File: src/rtl/hub75_pkg.sv
// Shared types and width helpers for the HUB75 scan driver.
package hub75_pkg;

    typedef enum logic [2:0] {
        StIdle,
        StShift,
        StBlank,
        StLatch,
        StDisplay
    } state_e;

    function automatic int unsigned col_width(int unsigned width);
        return $clog2(width);
    endfunction

    function automatic int unsigned row_width(int unsigned height);
        return $clog2(height / 2);
    endfunction

    function automatic int unsigned plane_width(int unsigned depth);
        return (depth > 1) ? $clog2(depth) : 1;
    endfunction

    function automatic int unsigned shift_width(int unsigned width);
        return $clog2(2 * width + 2);
    endfunction

    // Wide enough to hold the longest plane's on-time, BASE_OE << (depth-1).
    function automatic int unsigned oe_width(int unsigned base_oe, int unsigned depth);
        return $clog2((base_oe << (depth - 1)) + 1);
    endfunction

endpackage

File: src/rtl/hub75_oe_timer.sv
// DISPLAY on-time counter for one bitplane; loads on start, flags done at zero.
// HUB75_BRIGHTNESS_EN enables brightness scaling of the on-time.
module hub75_oe_timer import hub75_pkg::*; #(
    parameter int unsigned COLOR_DEPTH = 7,
    parameter int unsigned BASE_OE     = 8,
    localparam int unsigned PW         = plane_width(COLOR_DEPTH)
) (
    input  logic          display_clock,
    input  logic          display_rst_n,
    input  logic          start,
    input  logic [PW-1:0] plane,
    input  logic [7:0]    brightness,
    output logic          done
);

    localparam int unsigned OW = oe_width(BASE_OE, COLOR_DEPTH);

    logic [OW-1:0] base_time;
    logic [OW-1:0] on_time;
    logic [OW-1:0] count;

    assign base_time = OW'(BASE_OE) << plane;

`ifdef HUB75_BRIGHTNESS_EN
    logic [OW+8:0] scaled;
    assign scaled  = ({9'd0, base_time} * {{OW{1'b0}}, {1'b0, brightness} + 9'd1}) >> 8;
    // Never let a plane go fully dark, even at brightness 0.
    assign on_time = (scaled == '0) ? OW'(1) : scaled[OW-1:0];
`else
    logic unused_brightness;
    assign unused_brightness = ^brightness;
    assign on_time           = base_time;
`endif

    always_ff @(posedge display_clock or negedge display_rst_n) begin
        if (!display_rst_n) begin
            count <= '0;
        end else if (start) begin
            count <= on_time - OW'(1);
        end else if (count != '0) begin
            count <= count - OW'(1);
        end
    end

    assign done = (count == '0);

endmodule

File: src/rtl/hub75_scan_driver.sv
// HUB75 LED panel scan driver: per-row bitplane shift, blank, latch and BCM display.
// Define HUB75_BRIGHTNESS_EN to scale on-time by the brightness input.
module hub75_scan_driver import hub75_pkg::*; #(
    parameter int unsigned WIDTH       = 64,
    parameter int unsigned HEIGHT      = 64,
    parameter int unsigned COLOR_DEPTH = 7,
    parameter int unsigned BASE_OE     = 8,
    localparam int unsigned CW         = col_width(WIDTH),
    localparam int unsigned RW         = row_width(HEIGHT)
) (
    input  logic                     display_clock,
    input  logic                     display_rst_n,
    input  logic                     enable,
    input  logic [7:0]               brightness,
    output logic [CW-1:0]            pix_x,
    output logic [RW-1:0]            pix_y,
    input  logic [3*COLOR_DEPTH-1:0] pix_rgb0,
    input  logic [3*COLOR_DEPTH-1:0] pix_rgb1,
    output logic [2:0]               panel_rgb0,
    output logic [2:0]               panel_rgb1,
    output logic [RW-1:0]            panel_addr,
    output logic                     panel_clk,
    output logic                     panel_stb,
    output logic                     panel_oe,
    output logic                     frame_done
);

    localparam int unsigned PW         = plane_width(COLOR_DEPTH);
    localparam int unsigned SW         = shift_width(WIDTH);
    localparam int unsigned SHIFT_LAST = 2 * WIDTH + 1;
    localparam int unsigned CD         = COLOR_DEPTH;

    state_e           state;
    logic [SW-1:0]    shift_cnt;
    logic [PW-1:0]    plane;
    logic [CD-1:0]    plane_mask;
    logic [2:0]       bits0;
    logic [2:0]       bits1;
    logic             timer_start;
    logic             timer_done;

    assign plane_mask  = CD'(1) << plane;
    assign bits0       = {|(pix_rgb0[3*CD-1:2*CD] & plane_mask),
                          |(pix_rgb0[2*CD-1:CD] & plane_mask),
                          |(pix_rgb0[CD-1:0] & plane_mask)};
    assign bits1       = {|(pix_rgb1[3*CD-1:2*CD] & plane_mask),
                          |(pix_rgb1[2*CD-1:CD] & plane_mask),
                          |(pix_rgb1[CD-1:0] & plane_mask)};
    assign timer_start = (state == StLatch);

    hub75_oe_timer #(
        .COLOR_DEPTH(COLOR_DEPTH),
        .BASE_OE    (BASE_OE)
    ) u_oe_timer (
        .display_clock(display_clock),
        .display_rst_n(display_rst_n),
        .start        (timer_start),
        .plane        (plane),
        .brightness   (brightness),
        .done         (timer_done)
    );

    always_ff @(posedge display_clock or negedge display_rst_n) begin
        if (!display_rst_n) begin
            state      <= StIdle;
            shift_cnt  <= '0;
            plane      <= '0;
            pix_x      <= '0;
            pix_y      <= '0;
            panel_rgb0 <= '0;
            panel_rgb1 <= '0;
            panel_addr <= '0;
            panel_clk  <= 1'b0;
            panel_stb  <= 1'b0;
            panel_oe   <= 1'b1;
            frame_done <= 1'b0;
        end else begin
            panel_clk  <= 1'b0;
            panel_stb  <= 1'b0;
            frame_done <= 1'b0;
            unique case (state)
                StIdle: begin
                    panel_oe <= 1'b1;
                    if (enable) begin
                        state     <= StShift;
                        shift_cnt <= '0;
                        pix_x     <= '0;
                    end
                end
                StShift: begin
                    shift_cnt <= shift_cnt + SW'(1);
                    // Odd cycles: pixel for pix_x has returned; capture it and fetch the next.
                    if (shift_cnt[0]) begin
                        panel_rgb0 <= bits0;
                        panel_rgb1 <= bits1;
                        if (pix_x != CW'(WIDTH - 1)) begin
                            pix_x <= pix_x + CW'(1);
                        end
                    end else if (shift_cnt != '0) begin
                        panel_clk <= 1'b1;
                    end
                    if (shift_cnt == SW'(SHIFT_LAST)) begin
                        state      <= StBlank;
                        shift_cnt  <= '0;
                        panel_rgb0 <= '0;
                        panel_rgb1 <= '0;
                        panel_addr <= pix_y;
                    end
                end
                StBlank: begin
                    if (shift_cnt == SW'(1)) begin
                        state     <= StLatch;
                        shift_cnt <= '0;
                        panel_stb <= 1'b1;
                    end else begin
                        shift_cnt <= shift_cnt + SW'(1);
                    end
                end
                StLatch: begin
                    state    <= StDisplay;
                    panel_oe <= 1'b0;
                end
                StDisplay: begin
                    if (timer_done) begin
                        panel_oe  <= 1'b1;
                        pix_x     <= '0;
                        shift_cnt <= '0;
                        state     <= StShift;
                        if (plane != PW'(COLOR_DEPTH - 1)) begin
                            plane <= plane + PW'(1);
                        end else begin
                            plane <= '0;
                            if (pix_y != RW'(HEIGHT / 2 - 1)) begin
                                pix_y <= pix_y + RW'(1);
                            end else begin
                                pix_y      <= '0;
                                frame_done <= 1'b1;
                                if (!enable) begin
                                    state <= StIdle;
                                end
                            end
                        end
                    end
                end
                default: begin
                    state    <= StIdle;
                    panel_oe <= 1'b1;
                end
            endcase
        end
    end

endmodule
File: config.mk
export PLATFORM = sky130hd
export DESIGN_NAME = hub75_scan_driver
export DESIGN_NICKNAME = d
export VERILOG_FILES = /design/src/rtl/hub75_pkg.sv /design/src/rtl/hub75_oe_timer.sv /design/src/rtl/hub75_scan_driver.sv
export SDC_FILE = /design/constraint.sdc
export NUM_CORES = 1
export LEC_CHECK = 0
export CELL_PAD_IN_SITES_DETAIL_PLACEMENT = 1
export CELL_PAD_IN_SITES_GLOBAL_PLACEMENT = 1
export CORE_ASPECT_RATIO = 1.5
export CORE_MARGIN = 2
export CORE_UTILIZATION = 38
export DETAILED_ROUTE_END_ITERATION = 6
export PLACE_DENSITY = 0.77
export SETUP_SLACK_MARGIN = 0.05
export SYNTH_ARGS = -nofsm -noshare
export SYNTH_HDL_FRONTEND = slang
export SYNTH_SLANG_ARGS = --single-unit
File: constraint.sdc
create_clock -name display_clock -period 2.4 [get_ports display_clock]
set_input_delay 0.48 -clock display_clock [delete_from_list [all_inputs] [get_ports display_clock]]
set_output_delay 0.48 -clock display_clock [all_outputs]
set_load 0.01 [all_outputs]
Word level (Yosys, flattened, before mapping)
Cells that the tools add are included.

Bitwise operators: 8. Multiplexer cells: 37. Reductions and logical operators: 23. Shift-type cells: 2. $add $sub $neg: 6. Equal/unequal tests: 15.

Operators with widths (count): bitwise AND 7 bit (6); OR reduction 7 bit (6); two-way mux 8 bit (4); case mux 8 bit (4 select lines) (1); two-way mux 3 bit (9); two-way mux 6 bit (4); two-way mux 10 bit (2); subtractor 10 x 1 -> 10 bit (second input constant) (2); case mux 6 bit (3 select lines) (1); case mux 3 bit (5 select lines) (1); two-way mux 1 bit (13); inequality test 2 bit (second input constant) (6); zero test 10 bit (1); nonzero test 10 bit (1); left shift 4 x 3 -> 10 bit (first input constant) (1); adder 8 x 1 -> 8 bit (second input constant) (1); == test 8 x 1 -> 1 bit (second input constant) (1); == test 8 bit (second input constant) (1); AND reduction 2 bit (4); nonzero test 8 bit (1); left shift 1 x 3 -> 7 bit (first input constant) (1); adder 6 x 1 -> 6 bit (second input constant) (1); == test 3 x 2 -> 1 bit (second input constant) (2); inequality test 6 bit (second input constant) (1); 17 further kinds (20).

Logic and storage cells: 104. Register bits: 50.

Longest topological paths before layout
Word-level depth: 5. Mapped depth: 9.

Modules after synthesis
From an unflattened synthesis, not the netlist that was laid out.

Cells, all modules: 315. Area total of the unflattened synthesis: 3131.8 µm².

Modules (own cells, without submodules): hub75_scan_driver (cells each 240, area each 2399.8 µm², instances 1); hub75_oe_timer (cells each 75, area each 732.0 µm², instances 1).

Worst setup path after synthesis
No wires, ideal clock.

Path type: reg-to-reg. Start: reg plane[0]. End: reg u_oe_timer.count[8]. Arrival time: 2026 ps. Required time: 2321 ps. Stages on the path, launching flop included: 10. Setup time: 79 ps. Slack: 295 ps. Period minus slack after synthesis: 2105 ps. Path through: dfrtp_1 > clkbuf_8 > clkbuf_1 > clkbuf_1 > and2_1 > ha_1 > clkbuf_1 > nor3b_1 > o21ai_0 > mux2i_1.

Longest elaborated chain between the ends: 3.

RTL lines: start: declaration (line hub75_scan_driver.sv:35) `logic [PW-1:0] plane;`; start signal: assignment (line hub75_scan_driver.sv:130) `plane <= plane + PW'(1);`; left shift 4 x 3 -> 10 bit (line hub75_oe_timer.sv:22) `assign base_time = OW'(BASE_OE) << plane;`; subtractor 10 x 1 -> 10 bit (line hub75_oe_timer.sv:39) `count <= on_time - OW'(1);`; two-way mux 10 bit (line hub75_oe_timer.sv:38) `end else if (start) begin`; end signal: assignment (line hub75_oe_timer.sv:39); end signal: assignment (line hub75_oe_timer.sv:41) `count <= count - OW'(1);`; end: declaration (line hub75_oe_timer.sv:20) `logic [OW-1:0] count;`.

Every way passes these cells. A chain may end at the register's enable or synchronous reset.

Final worst setup path
Start: reg plane[0]. End: reg pix_y[1].

Longest elaborated chain between the ends: 3.

RTL lines: inequality test 3 bit (line hub75_scan_driver.sv:129) `if (plane != PW'(COLOR_DEPTH - 1)) begin`; NOT 1 bit (no line); AND reduction 3 bit (no line); end signal: assignment (line hub75_scan_driver.sv:134) `pix_y <= pix_y + RW'(1);`; end: declaration (line hub75_scan_driver.sv:16) `output logic [RW-1:0] pix_y,`.

Every way passes these cells.

==> results.md <==
* Status: finished clean
* Area of the multi-input gates at 1744 sq um
* Die ar. at 9112 sq um
* Largest net degree at the start of global routing at 29
* H-tree Lvls at 2
* Syn-to-layout area delta at 30.64%
* Die width at 78.61 um
* Clk Latency, worst-skew pair at 0.29 ns
* Clk pwr share at 45.3%
* Placed Area at 3979 sq um
* Fraction of layout cells with a size suffix above 1 at 12.88%
* Pins Over Slew Limit at 0
* Ant diodes at 0
* Cells after Synth at 326
* Switching part of the total at 20.24%
* Post-route ant nets at 0
* Leak at 0.001727 uW
* Worst IR Drop VDD at 356.6 uV
* Core box area at 8058 sq um
* Detailed Routing Iterations Pass 1 at 4
* RSZ-0062 raised after global routing: false
* Fin crit share at 85.70%
* Met1 Usage GRT at 25.53%
* Sequential Power Share at 47.5%
* Slowest-stage cell, CP: dfrtp_1
* Setup TNS Final at 0 ns
* Most used routing layer: met2
* Vias per cell at 5.778
* Chip height at 115.9 um
* Crit Path Class: reg2reg
* Slowest stage delay, CP at 0.52 ns
* Post-layout nets at 456
* Antenna violations before repair at 0
* Clock Path Buffers at 2
* Post-synth EDFFs at 0
* Vias in the first global route at 3142
* Post-Synthesis Cell Area at 3173 sq um
* Clock Sinks at 50
* PortBufs at 70
* First-pass GRT wire length at 15700 um
* Post-synth ARST share at 100.0%
* Ys Warns at 0
* Routed wire per std cell at 18.58 um
* FMAX at 486.2 MHz
* CTS Buf Count at 5
* Root Buffer: clkbuf_16
* Storage cell area at 1252 sq um
* Req. time, crit path at 2.58 ns
* Hold-fix buffers, CTS at 0
* GRT Total Usage at 21.76%
* Syn_area_per_cell at 9.733 sq um
* Post-CTS setup buffers at 0
* Worst hold path class: in2async
* CP Cell Sequence: nor2b_1 > nand2_1 > nor3_2 > mux2_2
* HPWL after detailed placement at 6927 um
* Worst slew margin at 49.35%
* Standard-cell row count at 40
* Part of the power in combinational logic at 7.3%
* Final min period at 2.057 ns
* Post-cts sizing count at 0
* Final setup fails at 0
* Fin area at 4145 sq um
* GPL Wtd Cong at 0.8061
* Worst slew pin tran at 0.7563 ns
* CP arrival at 2.23 ns
* Max_cap viols at 0
* Clk slew on worst S/H paths at 0.07 ns
* Starting Density at 39.38%
* Netlist cell types at 70
* Primary FF master, synth: dfrtp_1
* Residual DRC count at 0
* Sequential-to-total area share from yosys stat at 39.47%
* Crit. End Element: flop
* Final Non-Filler Cells at 501
* Worst hold slack at 0.1903 ns
* Int Power at 1429 uW
* GRT met2 Usage at 39.43%
* Drt total wl at 9310 um
* Placed insts at 493
* Largest family of logic cells by synthesized area: compound AO/OA/AOI/OAI gates
* Synthesized flop and latch total at 50
* DR vias at 2895
* Synthesized Nets at 387
* Cell Pwr Density at 432.0 nW/um^2
* Critical-path maximum fanout at 9
* Adder-cell area share of the yosys netlist at 3.470%
* Total congestion overflow at 0
* Final hold violation count at 0
* Post-Synth XOR/XNOR Area at 0.5521%
* Drt initial violations at 116
* Met3 Use GR at 3.583%
* Critical Path Source Type: flop
* # IOs at 79
* Max Clock Skew at 0.006826 ns
* CTS tree: done
* Compound-gate portion of the synthesized area at 21.88%
* Post-synthesis mux area share at 8.872%
* Simple-Gate Fraction of Synth Area at 20.19%
* NetSw at 362.4 uW
* FILL cells at 910
==> power by group through the flow <==
stage               Combinational [uW]  Clock, uW  Sequential, uW
floorplan                         20.0          0             869
global placement                   130          0             867
detailed placement                 132          0             867
CTS                                133        837             850
global route                       142        860             851
finish                             130        810             851
==> routing by layer <==
layer  wire length, um  vias up
met3               309       15
met2              4959       61
met4               233        0
met5                 0        -
li1                  -     1366
met1              3807     1453
==> cells in the mapped netlist, types with 6 or more instances <==
cell,n,share of area [%]
mux2_2,15,5.3
o22ai_1,6,1.2
nor2b_1,7,1.4
o221ai_1,7,1.9
nand3_1,15,2.4
o21ai_0,20,3.2
nand2_1,13,1.5
clkbuf_1,11,1.3
nor3_1,6,0.95
ha_1,8,3.2
inv_1,17,2.0
dfrtp_1,49,39
a31oi_1,6,1.2
mux2i_1,9,2.8
a21oi_1,9,1.4
a22o_1,7,1.9
nor2_1,19,2.2
==> cells in the final DEF (no fill, tap or decap), types with 3 or more instances in the layout <==
| cell type | n |
|---|---|
| nand3_1 | 15 |
| clkdlybuf4s50_1 | 69 |
| nand2_1 | 13 |
| a221o_1 | 3 |
| a21oi_1 | 9 |
| dfrtp_1 | 49 |
| ha_1 | 8 |
| o21ai_0 | 20 |
| o22ai_1 | 6 |
| o221ai_1 | 7 |
| a22o_1 | 7 |
| and2_1 | 5 |
| a31oi_1 | 6 |
| mux2_2 | 15 |
| and3_1 | 5 |
| o31ai_1 | 5 |
| inv_1 | 17 |
| a22oi_1 | 5 |
| nor4_1 | 5 |
| nor2_1 | 19 |
| o21ai_1 | 3 |
| mux2i_1 | 9 |
| o2bb2ai_1 | 3 |
| o211ai_1 | 5 |
| nand2b_1 | 4 |
| nor3_1 | 6 |
| clkbuf_16 | 5 |
| nor2b_1 | 7 |
| and3b_1 | 3 |
| buf_4 | 9 |
==> path summary, 6_finish.rpt <==
check / start / endpoint / slack, ns / depth (start not counted)
min in group display_clock: panel_rgb0[2] / panel_rgb0[2] / 0.50 / 1
hold reg to reg: panel_rgb0[2] / panel_rgb0[2] / 0.50 / 1
setup reg to reg: plane[0] / pix_y[1] / 0.34 / 4
setup / recovery: plane[0] / pix_y[1] / 0.34 / 4
hold / removal: display_rst_n / panel_addr[3] / 0.19 / 1
max in group asynchronous: display_rst_n / panel_oe / 1.58 / 2
==> state kept, by name, summed over array words and instances, names as in the netlist, 3 cells and up <==
name              flops
panel_rgb0            3
panel_rgb1            3
shift_cnt             8
u_oe_timer.count     10
panel_addr            5
pix_y                 5
plane                 3
pix_x                 6
state                 3
==> through the flow <==
stage | total power, uW | setup slack (ns) | utilization (%)
after floorplan | 888.9 | 0.2950 | -
after global placement | 996.3 | 0.3969 | 49.38
after detailed placement | 998.5 | 0.3583 | 49.38
after CTS | 1820 | 0.3443 | 51.44
after global routing | 1852 | 0.1040 | 51.44
final | 1791 | 0.3431 | 51.44
==> kinds of logic (layout without fill, tap and decap cells) <==
| family | after synthesis | in the layout |
|---|---|---|
| compound gates | 98 | 98 |
| xor+xnor | 2 | 2 |
| fa+ha+maj | 9 | 9 |
| buf+inv | 36 | 106 |
| flops | 50 | 50 |
| mux | 25 | 25 |
| simple gates | 106 | 106 |
==> cell type report <==
cell class,count,area share (%)
timing repair buffer,80,18.90
sequential,50,30.21
multi-input combinational,240,42.08
clock inverter,2,0.9055
clock buffer,6,3.109
tap,105,3.169
inverter,18,1.630
==> worst max-delay path: cells and delay by family (launching register included) <==
kind             cells  cell delay, ns
DFF                  1            0.52
muxes                1            0.37
and+or+nand+nor      3            1.04
Power figures use the tool's default switching activity.
